## config.mk

```make
export PLATFORM = sky130hd
export DESIGN_NAME = xadc_drp_arbiter
export DESIGN_NICKNAME = d
export VERILOG_FILES = /design/src/rtl/xadc_drp_arbiter.sv
export SDC_FILE = /design/constraint.sdc
export NUM_CORES = 1
export LEC_CHECK = 0
export ABC_AREA = 1
export ABC_CLOCK_PERIOD_IN_PS = 2340
export CORE_MARGIN = 5
export CORE_UTILIZATION = 30
export CTS_CLUSTER_DIAMETER = 60
export DETAILED_ROUTE_END_ITERATION = 10
export PLACE_DENSITY = 0.66
export SETUP_SLACK_MARGIN = 0.2
export SYNTH_ARGS = -nofsm -noshare
export SYNTH_HDL_FRONTEND = slang
export SYNTH_SLANG_ARGS = --single-unit
```

## constraint.sdc

```tcl
create_clock -name clk -period 2.34 [get_ports clk]
set_input_delay 0.351 -clock clk [delete_from_list [all_inputs] [get_ports clk]]
set_output_delay 0.351 -clock clk [all_outputs]
set_load 0.05 [all_outputs]
```

## src/rtl/xadc_drp_arbiter.sv

```systemverilog
// Two-port round-robin arbiter in front of the single XADC DRP port, one access outstanding.
// Latency: handshake T, den T+1, earliest drdy T+2, response strobe T+3, next accept T+4.
// Backpressure: reqN_ready only in IDLE for the granted port; responses are strobes with no backpressure.
//
// Ports:
//   clk, rst                      DRP clock, asynchronous active-high reset
//   req{0,1}_valid/ready/addr/we/wdata   requester command channels
//   rsp{0,1}_valid/rdata/timeout  one-cycle response strobes, rdata held until the next response
//   drp_den/dwe/daddr/di/drdy/do  XADC DRP pins
//   busy                          a transaction is in flight (state is not IDLE)
module xadc_drp_arbiter #(
    parameter int ADDR_WIDTH     = 7,
    parameter int DATA_WIDTH     = 16,
    parameter int TIMEOUT_CYCLES = 64
) (
    input  logic                  clk,
    input  logic                  rst,
    input  logic                  req0_valid,
    output logic                  req0_ready,
    input  logic [ADDR_WIDTH-1:0] req0_addr,
    input  logic                  req0_we,
    input  logic [DATA_WIDTH-1:0] req0_wdata,
    output logic                  rsp0_valid,
    output logic [DATA_WIDTH-1:0] rsp0_rdata,
    output logic                  rsp0_timeout,
    input  logic                  req1_valid,
    output logic                  req1_ready,
    input  logic [ADDR_WIDTH-1:0] req1_addr,
    input  logic                  req1_we,
    input  logic [DATA_WIDTH-1:0] req1_wdata,
    output logic                  rsp1_valid,
    output logic [DATA_WIDTH-1:0] rsp1_rdata,
    output logic                  rsp1_timeout,
    output logic                  drp_den,
    output logic                  drp_dwe,
    output logic [ADDR_WIDTH-1:0] drp_daddr,
    output logic [DATA_WIDTH-1:0] drp_di,
    input  logic                  drp_drdy,
    input  logic [DATA_WIDTH-1:0] drp_do,
    output logic                  busy
);

    typedef enum logic [1:0] {IDLE, ISSUE, WAIT, RESP} state_t;

    // Counter wide enough for the largest legal timeout (1023).
    localparam logic [9:0] CNT_LAST = 10'(TIMEOUT_CYCLES - 1);

    state_t     state;
    logic       last_grant;
    logic       owner;
    logic       cap_we;
    logic [9:0] cnt;
    logic       grant0;
    logic       grant1;

    // On a tie the port that did not win last time is granted.
    always_comb begin
        grant0 = req0_valid && (!req1_valid || last_grant);
        grant1 = req1_valid && (!req0_valid || !last_grant);
    end

    assign req0_ready = (state == IDLE) && grant0;
    assign req1_ready = (state == IDLE) && grant1;
    assign busy       = (state != IDLE);

    always_ff @(posedge clk or posedge rst) begin
        if (rst) begin
            state        <= IDLE;
            last_grant   <= 1'b1;
            owner        <= 1'b0;
            cap_we       <= 1'b0;
            cnt          <= '0;
            drp_den      <= 1'b0;
            drp_dwe      <= 1'b0;
            drp_daddr    <= '0;
            drp_di       <= '0;
            rsp0_valid   <= 1'b0;
            rsp0_rdata   <= '0;
            rsp0_timeout <= 1'b0;
            rsp1_valid   <= 1'b0;
            rsp1_rdata   <= '0;
            rsp1_timeout <= 1'b0;
        end else begin
            // Strobes are high only for the single cycle of ISSUE / RESP.
            drp_den    <= 1'b0;
            drp_dwe    <= 1'b0;
            rsp0_valid <= 1'b0;
            rsp1_valid <= 1'b0;
            case (state)
                IDLE: begin
                    if (grant0 || grant1) begin
                        owner      <= grant1;
                        last_grant <= grant1;
                        // The DRP address/data registers double as the capture registers.
                        drp_daddr  <= grant1 ? req1_addr  : req0_addr;
                        drp_di     <= grant1 ? req1_wdata : req0_wdata;
                        cap_we     <= grant1 ? req1_we    : req0_we;
                        drp_dwe    <= grant1 ? req1_we    : req0_we;
                        drp_den    <= 1'b1;
                        state      <= ISSUE;
                    end
                end
                ISSUE: begin
                    cnt   <= '0;
                    state <= WAIT;
                end
                WAIT: begin
                    cnt <= cnt + 10'd1;
                    // drdy wins over the timeout when both land in the same cycle.
                    if (drp_drdy || (cnt == CNT_LAST)) begin
                        state <= RESP;
                        if (owner) begin
                            rsp1_valid   <= 1'b1;
                            rsp1_timeout <= !drp_drdy;
                            rsp1_rdata   <= (drp_drdy && !cap_we) ? drp_do : '0;
                        end else begin
                            rsp0_valid   <= 1'b1;
                            rsp0_timeout <= !drp_drdy;
                            rsp0_rdata   <= (drp_drdy && !cap_we) ? drp_do : '0;
                        end
                    end
                end
                RESP: begin
                    state <= IDLE;
                end
                default: state <= IDLE;
            endcase
        end
    end

endmodule

```

* Word level (Yosys, flattened, before mapping) *
Cells that the tools add are included.

word-level totals
  logic and storage cells = 62
  bits of input ports = 69
  bits in registers = 76
  output and inout bits = 64

operators by class
  multiplexer cells = 18
  equal/unequal tests = 6
  add/subtract/negate cells = 1
  bitwise logic cells = 1
  reductions and logical operators = 21

operators with widths
  cell                                                                      count
  16-bit 2-to-1 mux                                                         2
  10-bit one-hot mux with 2 select lines                                    1
  1-bit 2-to-1 mux                                                          11
  10-bit by 1-bit adder with 10-bit output (second input constant)          1
  10-bit by 6-bit == test with 1-bit output (second input constant)         1
  2-bit one-hot mux with 4 select lines                                     1
  7-bit 2-to-1 mux                                                          1
  3-bit AND reduction                                                       2
  1-bit logical AND                                                         5
  1-bit zero test                                                           5
  2-bit == test (second input constant)                                     2
  1-bit logical OR                                                          4
  2-bit 2-to-1 mux                                                          2
  2-bit AND reduction                                                       2
  2-bit nonzero test                                                        2
  2-bit by 1-bit == test with 1-bit output (second input constant)          1
  2-bit zero test                                                           1
  2-bit by 1-bit inequality test with 1-bit output (second input constant)  1
  2-bit inequality test (second input constant)                             1
  1-bit NOT                                                                 1

* Depth between registers and ports, before layout *
Gate-level depths: netlist of the first run.

  depth after elaboration = 6
  gate-level depth with buffers = 9

* Worst setup path before layout of the first run *
Ideal clock, no wire load.

  path kind = reg2out
  from = reg state[0]
  to = out req0_ready
  data arrival time = 1157 ps
  data required time = 1989 ps
  setup slack = 832 ps
  buffers on the path = 0
  stages on the path, launching flop included = 6
  cell sequence = dfrtp_1 -> inv_1 -> ha_1 -> nand2_1 -> o21bai_1 -> inv_1

on the way
  word-level cells in the longest chain between the ends = 2

RTL lines
  element                 RTL line  text
  from (decl)             48        state_t state;
  from (signal assigned)  68        state <= IDLE;
  from (signal assigned)  100       state <= ISSUE;
  from (signal assigned)  105       state <= WAIT;
  2-bit zero test         62        assign req0_ready = (state == IDLE) && grant0;
  1-bit logical AND       62
  to (decl)               19        output logic req0_ready,

Every way passes these cells.

* Worst setup path in the final report of the first run *
Ends and elaborated chain as after synthesis.

==> results of run 1 <==
[sequential cells by signal, indices dropped and copies added (netlist names)]
signal / count
rsp0_valid: 1
state: 2
drp_daddr: 7
rsp0_timeout: 1
last_grant: 1
drp_den: 1
owner: 1
cnt: 10
cap_we: 1
drp_di: 16
rsp1_rdata: 16
rsp1_timeout: 1
rsp1_valid: 1
rsp0_rdata: 16
drp_dwe: 1
[kinds of logic after synthesis]
kind of cell / share of synthesized area (%)
AOI/OAI and AO/OA: 8.16
adders and majority gates: 1.03
DFF: 52.1
and+or+nand+nor: 28.3
buffers and inverters: 10.4
[cells in the mapped netlist, drive strengths merged]
master | number | area, µm²
nor2 | 52 | 203
nand2 | 124 | 478
clkbuf | 8 | 30.0
a21oi | 28 | 140
nand4 | 36 | 225
o21ai | 30 | 150
o21bai | 1 | 7.51
dfrtp | 75 | 1880
dfstp | 1 | 26.3
or2 | 1 | 6.26
buf | 17 | 110
inv | 64 | 240
ha | 3 | 37.5
nand3 | 16 | 110
nor3 | 2 | 10.0
[per-stage QoR]
step,power [µW],hold WS (ns)
floorplan,5030,0.442
finish,7960,0.471
global placement,6430,0.453
CTS,8040,0.475
detailed placement,6510,0.458
global route,8420,0.498
[layout make-up]
cell class              count  area, µm²
well taps                 147        184
clock inverters             3       68.8
fillers                  1183       6520
clock buffers              12        256
multi-input cells         293       1370
flip-flops and latches     76       1900
repair buffers            138       1420
inverters                  64        244
[critical path: stages, from the launching register on]
cell,delay (ns)
dfrtp_1,0.38
inv_1,0.08
ha_1,0.21
nand2_1,0.08
o21bai_1,0.17
inv_1,0.12
buf_12,0.15
[power groups by stage]
| stage | combinational, µW | clock (µW) | sequential, µW |
|---|---|---|---|
| after floorplan | 1280 | 0 | 3740 |
| after global placement | 4270 | 0 | 2160 |
| after detailed placement | 4340 | 0 | 2170 |
| after CTS | 4360 | 1530 | 2160 |
| after global routing | 4610 | 1590 | 2220 |
| final | 4320 | 1490 | 2150 |
[final timing paths]
kind | start | endpoint | depth (start not counted)
setup / recovery | state[0]$_DFFE_PP0P_ | req0_ready | 6
hold / removal | rst | rsp1_rdata[7]$_DFFE_PP0P_ | 3
setup reg to reg | state[0]$_DFFE_PP0P_ | rsp1_rdata[10]$_DFFE_PP0P_ | 5
hold reg to reg | rsp1_rdata[9]$_DFFE_PP0P_ | rsp1_rdata[9]$_DFFE_PP0P_ | 2
max in group asynchronous | rst | last_grant$_DFFE_PP1P_ | 3
min in group clk | rsp1_rdata[9]$_DFFE_PP0P_ | rsp1_rdata[9]$_DFFE_PP0P_ | 2
[per-layer routing]
| layer | wire (µm) | share of wire (%) | up-vias |
|---|---|---|---|
| met3 | 957 | 9.9 | 10 |
| met2 | 4360 | 45 | 134 |
| met4 | 144 | 1.5 | 0 |
| met1 | 4220 | 44 | 1578 |
| met5 | 0 | 0 | - |
| li1 | - | - | 1702 |
==> results.md, run 1 <==
* Sequential share of power at 27.0%
* Setup CP Type: flip-flop to primary output
* Post-Syn Area per Cell at 7.97 µm²
* Synthesized instance count at 458
* Commonest cells after routing, fill and taps aside: 129 x clkdlybuf4s50_1, 121 x nand2_1, 75 x dfrtp_1
* Netlist cell types at 23
* Final HPWL DP at 7160 µm
* Clock power share at 18.7%
* Antenna Nets Post-Route at 0
* Routed WL at 9680 µm
* Global Route met1 Usage at 17.2%
* M2 GR Usage at 21.2%
* Vias in the first global route at 3406
* GRT busiest layer: met2
* Standby leakage power at 0.00267 µW
* Final WS setup at 0.468 ns
* Placeable Area at 0.0120 mm²
* Yosys warning count at 0
* Net Switching at 3770 µW
* Fin util at 45.5%
* Syn_nets at 530
* PD cells at 1460 mW/mm²
* Post-CTS setup buffers at 0
* Root Buffer: clkbuf_16
* Worst-margin pin slew at 0.571 ns
* Tmin final at 1.87 ns
* Nets@finish at 654
* Die area at 0.0145 mm²
* Post-DP Area at 0.00512 mm²
* Die Span X at 120 µm
* Row Count at 40
* CTS Buffer Depth at 2
* IO Port Bufs at 132
* RePlAce Congestion at 0.808
* # hold bufs at CTS at 0
* Most common cell after layout, fill and taps aside: clkdlybuf4s50_1
* Io pins at 133
* M3 GR Usage at 6.08%
* Drt initial violations at 237
* Seq/Total Area, Yosys at 52.1%
* Fin crit share at 80.0%
* CP Max Fanout at 4
* Vias per cell at 4.67
* Crit end category: primary output
* Flops & latches, synth at 76
* Int Pwr at 4200 µW
* CTS sink cnt at 76
* Global-route wire length before repair at 16100 µm
* Switching part of the total at 47.3%
* Antenna cells at 0
* Min-Delay Path Class: input pin to asynchronous set/reset pin
* Setup TNS at 0 ns
* Headroom to the max-slew limit at 61.9%
* Clock Pin Slew Worst Setup and Hold Paths at 0.06 ns
* Max-Cap Viols at 0
* Peak VDD IR at 0.000641 V
* Via Count at 3424
* Final Cell Area at 0.00545 mm²
* Worst R2R Setup Slack at 0.65 ns
* Fmax at 534 MHz
* RSZ-0062 raised after global routing: false
* Place WS at 0.578 ns
* Crit start category: flip-flop
* Critical path data required time at 1.99 ns
* Pre-Repair DR Iteration Count at 4
* Max-slew violations at 0
* # setup viols final at 0
* Initial core utilization at 30.5%
* Total CTS buffers at 9
* Largest net degree at the start of global routing at 77
* Gr ovfl total at 0
* H-tree levels at 3
* Area Growth Syn to Fin at 49.1%
* DR DRC count at 0
* DIE HEIGHT at 120 µm
* Final Skew at 0.00769 ns
* Initial antenna violation count at 0
* Comb pwr share at 54.3%
* CP arrival at 1.52 ns
* GRT Util Overall at 13.7%
* CTS tree: built
* Layout cells sized above 1 at 5.97%
* Mapped Area at 0.00365 mm²
* Count of final hold-check violations at 0
* Insertion delay to the later sink of the worst-skew pair at 0.32 ns
* PostCTS Resize Cnt at 0
* Final Non-Filler Cells at 733
* WL per Instance at 13.2 µm
* Placed instance count at 718
* Status: finished clean
No activity file was read; power rests on OpenSTA's default activity.
==> run 2: changes to the inputs <==
--- a/config.mk
+++ b/config.mk
@@ -6,12 +6,12 @@
 export NUM_CORES = 1
 export LEC_CHECK = 0
 export ABC_AREA = 1
-export ABC_CLOCK_PERIOD_IN_PS = 2340
+export ABC_CLOCK_PERIOD_IN_PS = 1880
 export CORE_MARGIN = 5
 export CORE_UTILIZATION = 30
 export CTS_CLUSTER_DIAMETER = 60
 export DETAILED_ROUTE_END_ITERATION = 10
-export PLACE_DENSITY = 0.66
+export PLACE_DENSITY = 0.64
 export SETUP_SLACK_MARGIN = 0.2
 export SYNTH_ARGS = -nofsm -noshare
 export SYNTH_HDL_FRONTEND = slang
==> constraint.sdc (replaced) <==
create_clock -name clk -period 1.88 [get_ports clk]
set_input_delay 0.282 -clock clk [delete_from_list [all_inputs] [get_ports clk]]
set_output_delay 0.282 -clock clk [all_outputs]
set_load 0.05 [all_outputs]
==> run 2 against run 1 <==
Worst setup slack worse by 0.28 ns. Clock skew up 0.0015 ns. Clock power up 13%. Register-to-register slack worse by 0.31 ns. Highest routed layer unchanged. Critical path type unchanged. Total power up 20%. Final area up 0.55%.
==> results.md, run 2 (synthesis results as in run 1) <==
* Max-Cap Viols at 0
* Setup TNS at 0 ns
* R2R Path End: rsp1_rdata[5]$_DFFE_PP0P_
* H-tree levels at 3
* Via Count at 3457
* Die Span X at 120 µm
* Setup CP Type: flip-flop to primary output
* Peak VDD IR at 0.000762 V
* CTS Buffer Depth at 2
* Number of cells on the worst reg-to-reg path at 8
* Crit start category: flip-flop
* Crit end category: primary output
* PD cells at 1750 mW/mm²
* Pre-Repair DR Iteration Count at 4
* Largest net degree at the start of global routing at 77
* Headroom to the max-slew limit at 65.0%
* Antenna Nets Post-Route at 0
* Initial core utilization at 30.5%
* CP arrival at 1.41 ns
* Tmin final at 1.69 ns
* Area Growth Syn to Fin at 50.0%
* Drt initial violations at 273
* Min-Delay Path Class: input pin to asynchronous set/reset pin
* Total power at 9590 µW
* RR Startpoint: cnt[1]$_DFFE_PP0P_
* Final Skew at 0.00916 ns
* Worst R2R Setup Slack at 0.34 ns
* Vias in the first global route at 3349
* Layout cells sized above 1 at 9.44%
* IO Port Bufs at 132
* Status: finished clean
* DR DRC count at 0
* Die area at 0.0145 mm²
* CP Max Fanout at 3
* Max-slew violations at 0
* DIE HEIGHT at 120 µm
* Io pins at 133
* RSZ-0062 raised after global routing: true
* Initial antenna violation count at 0
* Total CTS buffers at 9
* Worst-margin pin slew at 0.527 ns
* RePlAce Congestion at 0.786
* WL per Instance at 13.2 µm
* Antenna cells at 0
* GRT Util Overall at 13.5%
* Commonest cells after routing, fill and taps aside: 121 x nand2_1, 75 x dfrtp_1, 68 x clkdlybuf4s50_1
* Row Count at 40
* Fin util at 45.8%
* Fin crit share at 90.0%
* Global-route wire length before repair at 16000 µm
* Critical path data required time at 1.60 ns
* Clock Pin Slew Worst Setup and Hold Paths at 0.06 ns
* Placeable Area at 0.0120 mm²
* Insertion delay to the later sink of the worst-skew pair at 0.33 ns
* Top flop regs: drp_di x16, rsp0_rdata x16, rsp1_rdata x16
* Gr ovfl total at 0
* Min Hold Slack at 0.382 ns
* Fmax at 591 MHz
* Vias per cell at 4.67
* CTS sink cnt at 76
* Nets@finish at 661
* Routed WL at 9790 µm
* Final Cell Area at 0.00548 mm²
* Post-DP Area at 0.00514 mm²
* Standby leakage power at 0.00283 µW
* CTS tree: built
* # setup viols final at 0
* Most common cell after layout, fill and taps aside: nand2_1
* Fill count at 1147
* Root Buffer: clkbuf_16
* Final HPWL DP at 7070 µm
* Count of final hold-check violations at 0
## run 2: cell count changes in the layout (fill, tap and decap cells not counted), sizes merged
cell and change:
buf +9, bufinv -1, clkbuf -3, clkdlybuf4s50 -61
clkinv +2, clkinvlp +2, dlygate4sd2 +57, nand3 +2
## run 2: power by group
group	switching (µW)	total [µW]	internal, µW
Clock	661	1680	1020
Sequential	367	2670	2310
Combinational	3780	5240	1460
## run 2: how the worst max path moves through the flow
stage                               from                  endpoint  slack [ns]  depth (start not counted)
floorplan           state[0]$_DFFE_PP0P_  drp_daddr[0]$_DFFE_PP0P_        0.43                          8
global placement              req1_valid  drp_daddr[0]$_DFFE_PP0P_        0.27                          6
detailed placement  state[0]$_DFFE_PP0P_        cnt[7]$_DFFE_PP0P_        0.21                          7
CTS                 state[0]$_DFFE_PP0P_                req0_ready        0.07                          6
global route        state[1]$_DFFE_PP0P_                req0_ready        0.13                          6
finish              state[1]$_DFFE_PP0P_                req0_ready        0.19                          6
## run 2: layer usage
metal | GRT usage (%) | share of wire [%] | up-vias
met5 | 0 | 0 | -
li1 | - | - | 1734
met2 | 20.9 | 45 | 149
met3 | 6.08 | 11 | 16
met1 | 17.3 | 42 | 1558
met4 | 3.82 | 1.5 | 0
## run 2: final cells by class
| cell class | count | area, µm² | share of cell area, % |
|---|---|---|---|
| clock buffers | 9 | 225 | 4.11 |
| clock inverters | 6 | 63.8 | 1.17 |
| inverters | 64 | 244 | 4.46 |
| multi-input cells | 295 | 1450 | 26.5 |
| flip-flops and latches | 76 | 1900 | 34.8 |
| well taps | 147 | 184 | 3.36 |
| repair buffers | 143 | 1400 | 25.6 |
## run 2: metrics by stage
stage          worst slack [ns]  std cells
6_report                  0.189        740
5_1_grt                   0.133        740
4_1_cts                  0.0715        734
3_5_place_dp              0.212        719
3_3_place_gp              0.269        719
2_1_floorplan             0.431        458
## run 2: what timing repair did
| action | CTS | global route |
|---|---|---|
| gates resized for setup | 61 | 10 |
| buffers inserted | 0 | 4 |
| hold buffers | 0 | 0 |
| cloned | 0 | 2 |
| pin swaps | 0 | 2 |
| setup endpoints to repair | 60 | 43 |
## run 2: critical path, cell delays in order (launching register included)
cell,delay (ns)
dfrtp_1,0.40
inv_2,0.08
ha_4,0.14
nand2_1,0.07
o21bai_4,0.18
inv_2,0.08
buf_12,0.13
